<file path="config.mk">
export PLATFORM = sky130hd
export DESIGN_NAME = ob_bist_ctrl_flat
export DESIGN_NICKNAME = d
export VERILOG_FILES = /design/src/rtl/ob_bist_if.sv /design/src/rtl/ob_bist_ctrl.sv /design/src/flat_wrapper.sv
export SDC_FILE = /design/constraint.sdc
export NUM_CORES = 1
export LEC_CHECK = 0
export BUFFER_PORTS_ARGS = -buffer_cell sky130_fd_sc_hd__buf_4
export CORE_ASPECT_RATIO = 0.9
export CORE_MARGIN = 1.5
export CORE_UTILIZATION = 49
export CTS_CLUSTER_DIAMETER = 50
export DETAILED_ROUTE_END_ITERATION = 10
export GPL_ROUTABILITY_DRIVEN = 0
export PLACE_DENSITY = 0.7
export SYNTH_ARGS = -nofsm -noshare
export SYNTH_HDL_FRONTEND = slang
export SYNTH_SLANG_ARGS = --single-unit
export TNS_END_PERCENT = 20
</file>
<file path="constraint.sdc">
create_clock -name CLK -period 1.9 [get_ports CLK]
set_input_delay 0.19 -clock CLK [delete_from_list [all_inputs] [get_ports CLK]]
set_output_delay 0.19 -clock CLK [all_outputs]
set_load 0.01 [all_outputs]
</file>
<file path="src/rtl/ob_bist_if.sv">
// ob_bist_if: harness/netlist-facing bus of the BIST controller
interface ob_bist_if;
  logic       start;
  logic [2:0] golden;
  logic [2:0] dut_s;
  logic [3:0] pat;
  logic       busy;
  logic       done;
  logic       pass;
  logic [2:0] sig;
  modport master (output start, golden, dut_s, input pat, busy, done, pass, sig);
  modport slave (input start, golden, dut_s, output pat, busy, done, pass, sig);
endinterface

</file>
<file path="src/rtl/ob_bist_ctrl.sv">
// ob_bist_ctrl: LFSR pattern BIST with latency-aligned MISR compaction and golden compare
module ob_bist_ctrl #(
  parameter int unsigned NPAT = 16,
  parameter int unsigned LAT = 2,
  parameter logic [3:0] SEED = 4'b1001
) (
  input logic CLK,
  input logic RST,
  ob_bist_if.slave bus
);
  localparam logic [3:0] SEED_E = (SEED == 4'd0) ? 4'b0001 : SEED;
  typedef enum logic [1:0] {IDLE, RUN, FLUSH, DONE} state_t;
  state_t state_q, state_d;
  logic [3:0] lfsr_q, lfsr_d, pat_q, pat_d, nxt;
  logic [7:0] cnt_q, cnt_d;
  logic [LAT-1:0] vp_q, vp_d;
  logic [2:0] misr_q, misr_d, s;
  logic busy_q, busy_d, done_q, done_d, pass_q, pass_d, go, last, cmp;
  always_comb begin
    s = bus.dut_s;
    cmp = misr_q == bus.golden;
    go = (state_q == IDLE) && bus.start;
    last = cnt_q == 8'((state_q == RUN) ? NPAT - 1 : LAT - 1);
    nxt = {lfsr_q[2:0], lfsr_q[3] ^ lfsr_q[2]};
    state_d = (state_q == IDLE) ? (bus.start ? RUN : IDLE) :
              (state_q == RUN) ? (last ? FLUSH : RUN) :
              (state_q == FLUSH) ? (last ? DONE : FLUSH) : IDLE;
    cnt_d = (state_d != state_q) ? 8'd0 : cnt_q + 8'd1;
    lfsr_d = go ? SEED_E : (state_q == RUN) ? nxt : lfsr_q;
    pat_d = (state_d == RUN) ? lfsr_d : 4'd0;
    vp_d = (vp_q << 1) | LAT'(state_q == RUN);
    misr_d = go ? 3'd0 :
             vp_q[LAT-1] ? {misr_q[1] ^ misr_q[2] ^ s[2], misr_q[0] ^ s[1], misr_q[2] ^ s[0]} : misr_q;
    busy_d = (state_d == RUN) || (state_d == FLUSH);
    done_d = state_d == DONE;
    pass_d = go ? 1'b0 : done_q ? cmp : pass_q;
  end
  always_ff @(posedge CLK) begin
    if (RST) begin
      state_q <= IDLE;
      lfsr_q <= SEED_E;
      pat_q <= 4'd0;
      cnt_q <= 8'd0;
      vp_q <= '0;
      misr_q <= 3'd0;
      busy_q <= 1'b0;
      done_q <= 1'b0;
      pass_q <= 1'b0;
    end else begin
      state_q <= state_d;
      lfsr_q <= lfsr_d;
      pat_q <= pat_d;
      cnt_q <= cnt_d;
      vp_q <= vp_d;
      misr_q <= misr_d;
      busy_q <= busy_d;
      done_q <= done_d;
      pass_q <= pass_d;
    end
  end
  assign bus.pat = pat_q;
  assign bus.busy = busy_q;
  assign bus.done = done_q;
  assign bus.sig = misr_q;
  assign bus.pass = done_q ? cmp : pass_q;
endmodule

</file>
<file path="src/flat_wrapper.sv">
// flat-port wrapper written by rule: the top's interface ports become plain ports
module ob_bist_ctrl_flat 
#(
  parameter int unsigned NPAT = 16,
  parameter int unsigned LAT = 2,
  parameter logic [3:0] SEED = 4'b1001
)
  (CLK, RST, bus_start, bus_golden, bus_dut_s, bus_pat, bus_busy, bus_done, bus_pass, bus_sig);
  ob_bist_if bus_i ();
  input logic CLK;
  input logic RST;
  input wire logic [$bits(bus_i.start)-1:0] bus_start;
  input wire logic [$bits(bus_i.golden)-1:0] bus_golden;
  input wire logic [$bits(bus_i.dut_s)-1:0] bus_dut_s;
  output wire logic [$bits(bus_i.pat)-1:0] bus_pat;
  output wire logic [$bits(bus_i.busy)-1:0] bus_busy;
  output wire logic [$bits(bus_i.done)-1:0] bus_done;
  output wire logic [$bits(bus_i.pass)-1:0] bus_pass;
  output wire logic [$bits(bus_i.sig)-1:0] bus_sig;
  assign bus_i.start = bus_start;
  assign bus_i.golden = bus_golden;
  assign bus_i.dut_s = bus_dut_s;
  assign bus_pat = bus_i.pat;
  assign bus_busy = bus_i.busy;
  assign bus_done = bus_i.done;
  assign bus_pass = bus_i.pass;
  assign bus_sig = bus_i.sig;
  ob_bist_ctrl #(.NPAT(NPAT), .LAT(LAT), .SEED(SEED)) u_core (.CLK(CLK), .RST(RST), .bus(bus_i));
endmodule
</file>
**Word-level counts from Yosys, hierarchy flattened**

Index checks and enable logic that the tools add are counted.

- Register bits after elaboration: 26
- Latch bits: 0
- Memory bits (writable): 0
- Memory bits (read-only): 0
- Input bits: 9
- Output and inout port bits: 10
- Memories kept: 0

- $add $sub $neg: 1
- $mul: 0
- Div/mod/pow operators: 0
- Magnitude comparators: 0
- Equal/unequal tests: 8
- Shift-type cells: 0
- Mux-type cells: 10
- Bitwise logic cells: 7
- Reduce and logical (&&, ||, !) cells: 6

Operator list:

| operator | count |
|---|---|
| $mux 4 | 3 |
| $add 8x1->8 const B | 1 |
| $eq 8x8->1 | 1 |
| $mux 2 | 4 |
| $eq 2x2->1 const B | 3 |
| $reduce_or 2->1 | 3 |
| $xor 1x1->1 | 5 |
| $eq 2x1->1 const B | 2 |
| $eq 3x3->1 | 1 |
| $mux 1 | 3 |
| $logic_not 2->1 | 1 |
| $ne 2x2->1 | 1 |
| $or 2x1->2 | 1 |
| $logic_and 1x1->1 | 1 |
| $logic_or 1x1->1 | 1 |
| $not 1->1 | 1 |

**Depth between registers and ports, before layout**

- Word-level depth: 10
- Gate-level depth with buffers: 9
- Mapped depth without buffers: 7

**Worst setup path before layout**

Ideal clock, no wire load.

- Path kind: register -> register
- Start point: reg u_core.state_q[1]
- End point: reg u_core.pat_q[3], in the netlist u_core.bus.pat[3]
- Setup time: 64 ps
- Arrival: 1689 ps
- Required time: 1836 ps
- Setup slack: 147 ps
- Cell stages (with the launch flop): 10
- Buffers on the path: 2
- Clock period less this slack: 1753 ps
- Cells stage by stage: dfxtp_1 -> buf_6 -> nand2b_4 -> buf_8 -> mux2i_4 -> and2_4 -> a211oi_1 -> ha_1 -> nand2b_1 -> nor2_1

- Longest elaborated chain between the ends: 10
- Elaborated cells between the ends (all ways): 16

RTL lines:

| what | line | text |
|---|---|---|
| start: declaration | ob_bist_ctrl.sv:13 | `state_t state_q, state_d;` |
| start signal: assignment | ob_bist_ctrl.sv:50 | `state_q <= state_d;` |
| $eq 2x1->1 | ob_bist_ctrl.sv:23, ob_bist_ctrl.sv:26 |  |
| $mux 4 | ob_bist_ctrl.sv:23 | `last = cnt_q == 8'((state_q == RUN) ? NPAT - 1 : LAT - 1);` |
| $eq 8x8->1 | ob_bist_ctrl.sv:23 |  |
| $mux 1 | ob_bist_ctrl.sv:27 | `(state_q == FLUSH) ? (last ? DONE : FLUSH) : IDLE;` |
| $mux 2 | ob_bist_ctrl.sv:27 |  |
| $mux 2 | ob_bist_ctrl.sv:26 | `(state_q == RUN) ? (last ? FLUSH : RUN) :` |
| $mux 2 (*) | ob_bist_ctrl.sv:25 | `state_d = (state_q == IDLE) ? (bus.start ? RUN : IDLE) :` |
| named net u_core.state_d[0] | ob_bist_ctrl.sv:13 |  |
| $eq 2x1->1 (*) | ob_bist_ctrl.sv:30 | `pat_d = (state_d == RUN) ? lfsr_d : 4'd0;` |
| $not 1->1 (no source line) (*) | -- |  |
| $reduce_or 2->1 (no source line) (*) | -- |  |
| end signal: assignment | ob_bist_ctrl.sv:52 | `pat_q <= pat_d;` |
| end: declaration | ob_bist_ctrl.sv:14 | `logic [3:0] lfsr_q, lfsr_d, pat_q, pat_d, nxt;` |

Mark *: on every way through the listed nets, which the timed path passes. The rest lies on a longest branch.
A chain may end at the register's enable or synchronous reset.

**Worst setup path after layout**

- Start point: reg u_core.cnt_q[3]
- End point: reg u_core.pat_q[3], in the netlist u_core.bus.pat[3]

- Longest elaborated chain between the ends: 8
- Elaborated cells between the ends (all ways): 9

RTL lines:

| what | line | text |
|---|---|---|
| start: declaration | ob_bist_ctrl.sv:15 | `logic [7:0] cnt_q, cnt_d;` |
| start signal: assignment | ob_bist_ctrl.sv:53 | `cnt_q <= cnt_d;` |
| $eq 8x8->1 (*) | ob_bist_ctrl.sv:23 |  |
| $mux 1 | ob_bist_ctrl.sv:27 |  |
| $mux 2 | ob_bist_ctrl.sv:27 |  |
| $mux 2 (*) | ob_bist_ctrl.sv:26 |  |
| $mux 2 (*) | ob_bist_ctrl.sv:25 |  |
| named net u_core.state_d[0] | ob_bist_ctrl.sv:13 |  |
| $eq 2x1->1 (*) | ob_bist_ctrl.sv:30 |  |
| $not 1->1 (no source line) (*) | -- |  |
| $reduce_or 2->1 (no source line) (*) | -- |  |

Marks and branches as above.

==> impl_metrics.tcl <==
set metrics [dict create \
    worstPathCellList "or3_4 -> mux2i_4 -> a21boi_2 -> a211oi_2 -> ha_1 -> nand2b_1 -> nor2_1" \
    cts_tree "done" \
    drtIter0Drc 10 \
    crit_family "simple AND/OR/NAND/NOR gates" \
    cts-root-buf "clkbuf_4" \
    maxSlewHeadroom 0.742 \
    dp_cells 155 \
    maxCapViolCount 0 \
    grt_pass1_vias 694 \
    instances_no_fill 160 \
    dieWidth_um 54.6 \
    grt_max_degree 16 \
    cpPeakStageDelay_ns 0.40 \
    synth_edf_count 0 \
    synthTopCellsByArea "dfxtp_1 (44%), xnor2_1 (7.4%), and2_1 (5.3%)" \
    syn_area_per_cell_sq_um 10.5 \
    final_core_util 0.623 \
    worst_pin_slew_ns 0.384 \
    clock-sinks 26 \
    ir_worst_vdd_uv 797 \
    num_rows 16 \
    io_pins 19 \
    setup_viol 0 \
    holdCritStartpoint "RST" \
    syn_area_sq_um 1180 \
    syn_to_final_growth_pct 17.7 \
    reg2regPathDepth 7 \
    multi_input_area_sq_um 608 \
    async_flop_share 0 \
    crit_path_end_kind "flop" \
    viasPerCell 4.86 \
    post-route-period-util 0.910 \
    yosysMostFrequentCell "dfxtp_1" \
    slew_violations 0 \
    crit_path_start_kind "flop" \
    fin_nets 146 \
    critPathKind "flop to flop" \
    route.detailed.drc 0 \
    antenna_found_initial 0 \
    drive_gt1_frac 0.263 \
    die_area_sq_um 2700 \
    powerDensity_nw_per_um2 847 \
    met2_usage 0.238 \
    met1_usage 0.182 \
    synth_commonest_cells "dfxtp_1 (26), nor2_1 (13), and2_1 (10), xnor2_1 (10)" \
    start_util 0.529 \
    cts_max_path_buffers 2 \
    n_antenna_cell 0 \
    ys_seq_area_frac 0.443 \
    total_power_uw 1170 \
    hold_depth 2 \
    n_fill_cell 195 \
    setup-tns-final_ns 0 \
    top_usage_layer "met2" \
    finalWirelength_um 1780 \
    syn_nets 124 \
    holdPathEnd "u_core.vp_q[1]" \
    htreeDepth 1 \
    fin_skew_ns 0.00186 \
    synth_top_cell_area_share 0.443 \
    hold_buffers 0 \
    grt-ovfl-total 0 \
    path_depth 7 \
    syn_inst 112 \
    synth_cell_type_count 32 \
    grtUsageMet3 0.0636 \
    grt_usage 0.148 \
    first_pass_iters 4 \
    status "completed" \
    wl_per_cell_um 11.1 \
    synth.largest_area_cell "dfxtp_1" \
    clk_pin_slew_worst_paths_ns 0.13 \
    cts_buffers 3 \
    fmax_mhz 578 \
    hpwlAfterDp_um 1420 \
    num_vias 777 \
    critPathSlowestCell "or3_4" \
    ant_nets 0 \
    final_hold_viol_count 0 \
    arrival_ns 1.99 \
    numPortBuffers 18 \
    power_leakage_uw 0.000586 \
    crit_fanout 4 \
    timing.rr.end "u_core.bus.pat[3]" \
    worst_ep_required_time_ns 2.16 \
    critPathBufInv 0 \
    die_h_um 49.5 \
    hp-class "input port to flop" \
    rsz0062_at_grt "no" \
    regArea_sq_um 520 \
    yosysWarningCount 0 \
    rrSetupSlack_ns 0.17 \
    r2r-start "u_core.cnt_q[3]" \
    grt_pass1_wl_um 2860 \
    min_period_ns 1.73 \
    clk_latency_ns 0.31 \
    ys_ff_latch 26 \
    synth_ff_type "dfxtp_1" \
    core_sq_um 2220 \
]
[flip-flops by register name, indices dropped and copies added (netlist names)]
register,flops
u_core.pass_q,1
u_core.bus.busy,1
u_core.vp_q,2
u_core.lfsr_q,4
u_core.bus.pat,4
u_core.state_q,2
u_core.bus.done,1
u_core.bus.sig,3
u_core.cnt_q,8
[worst max path at each step]
stage | startpoint | to | slack, ns
CTS | u_core.cnt_q[3] | u_core.bus.pat[3] | 0.09
floorplan | u_core.state_q[1] | u_core.bus.pat[3] | 0.15
global placement | u_core.cnt_q[3] | u_core.bus.pat[3] | 0.1
finish | u_core.cnt_q[3] | u_core.bus.pat[3] | 0.17
detailed placement | u_core.cnt_q[3] | u_core.bus.pat[3] | 0.03
global route | u_core.cnt_q[2] | u_core.bus.pat[3] | 0.06
[cell type report]
class / instances / share of cell area
Multi-Input combinational cell: 79 / 0.439
Sequential cell: 26 / 0.376
Timing Repair Buffer: 21 / 0.114
Tap cell: 27 / 0.0244
Clock inverter: 1 / 0.0217
Clock buffer: 3 / 0.0163
Inverter: 3 / 0.00814
[repair_timing]
| item | 4_1_cts | 5_1_grt |
|---|---|---|
| gates cloned | 0 | 0 |
| setup endpoints to repair | 1 | 1 |
| buffers inserted | 0 | 1 |
| resized for setup | 1 | 0 |
[report_power, final]
part	switching, uW	total [uW]	internal, uW	leakage [uW]
Sequential	20.0	597	577	0.000212
Combinational	102	206	104	0.000346
Clock	155	369	213	0.0000279
[routing by layer]
layer  up-vias  wire [um]
met5         -          0
met4         0         12
met3         2         84
met2        13        835
met1       350        846
li1        412          -
[logic make-up after synthesis]
family | share of synthesized area
buffers and inverters | 0.0447
adders and majority gates | 0.0319
DFF | 0.443
AOI/OAI and AO/OA | 0.0904
xor gates and xnor gates | 0.112
and+or+nand+nor | 0.243
muxes | 0.0362
[layout by cell type (no fill, tap or decap), types with 2 or more instances in the layout]
| cell type | Yosys | routed |
|---|---|---|
| dfxtp_1 | 26 | 26 |
| buf_4 | 0 | 21 |
| nor2_1 | 13 | 13 |
| xnor2_1 | 10 | 10 |
| and2_1 | 10 | 10 |
| nor2b_1 | 5 | 5 |
| xor2_1 | 5 | 5 |
| nand2b_1 | 4 | 4 |
| inv_1 | 3 | 3 |
| nand4_1 | 3 | 3 |
| nand2_1 | 3 | 3 |
| ha_1 | 3 | 3 |
| clkbuf_4 | 0 | 3 |
| nand3_1 | 2 | 2 |
| mux2i_1 | 2 | 2 |
| o22ai_1 | 2 | 2 |
| a211oi_1 | 3 | 2 |
[metrics by stage]
stage                     instance area [sq um]  hold slack, ns  setup WS (ns)
after floorplan                            1180           0.393          0.147
after global placement                     1320           0.432         0.0992
after detailed placement                   1320           0.446         0.0276
after CTS                                  1380           0.109         0.0909
after global routing                       1380           0.104         0.0600
final                                      1380           0.124          0.170
No activity file was read; power rests on OpenSTA's default activity.
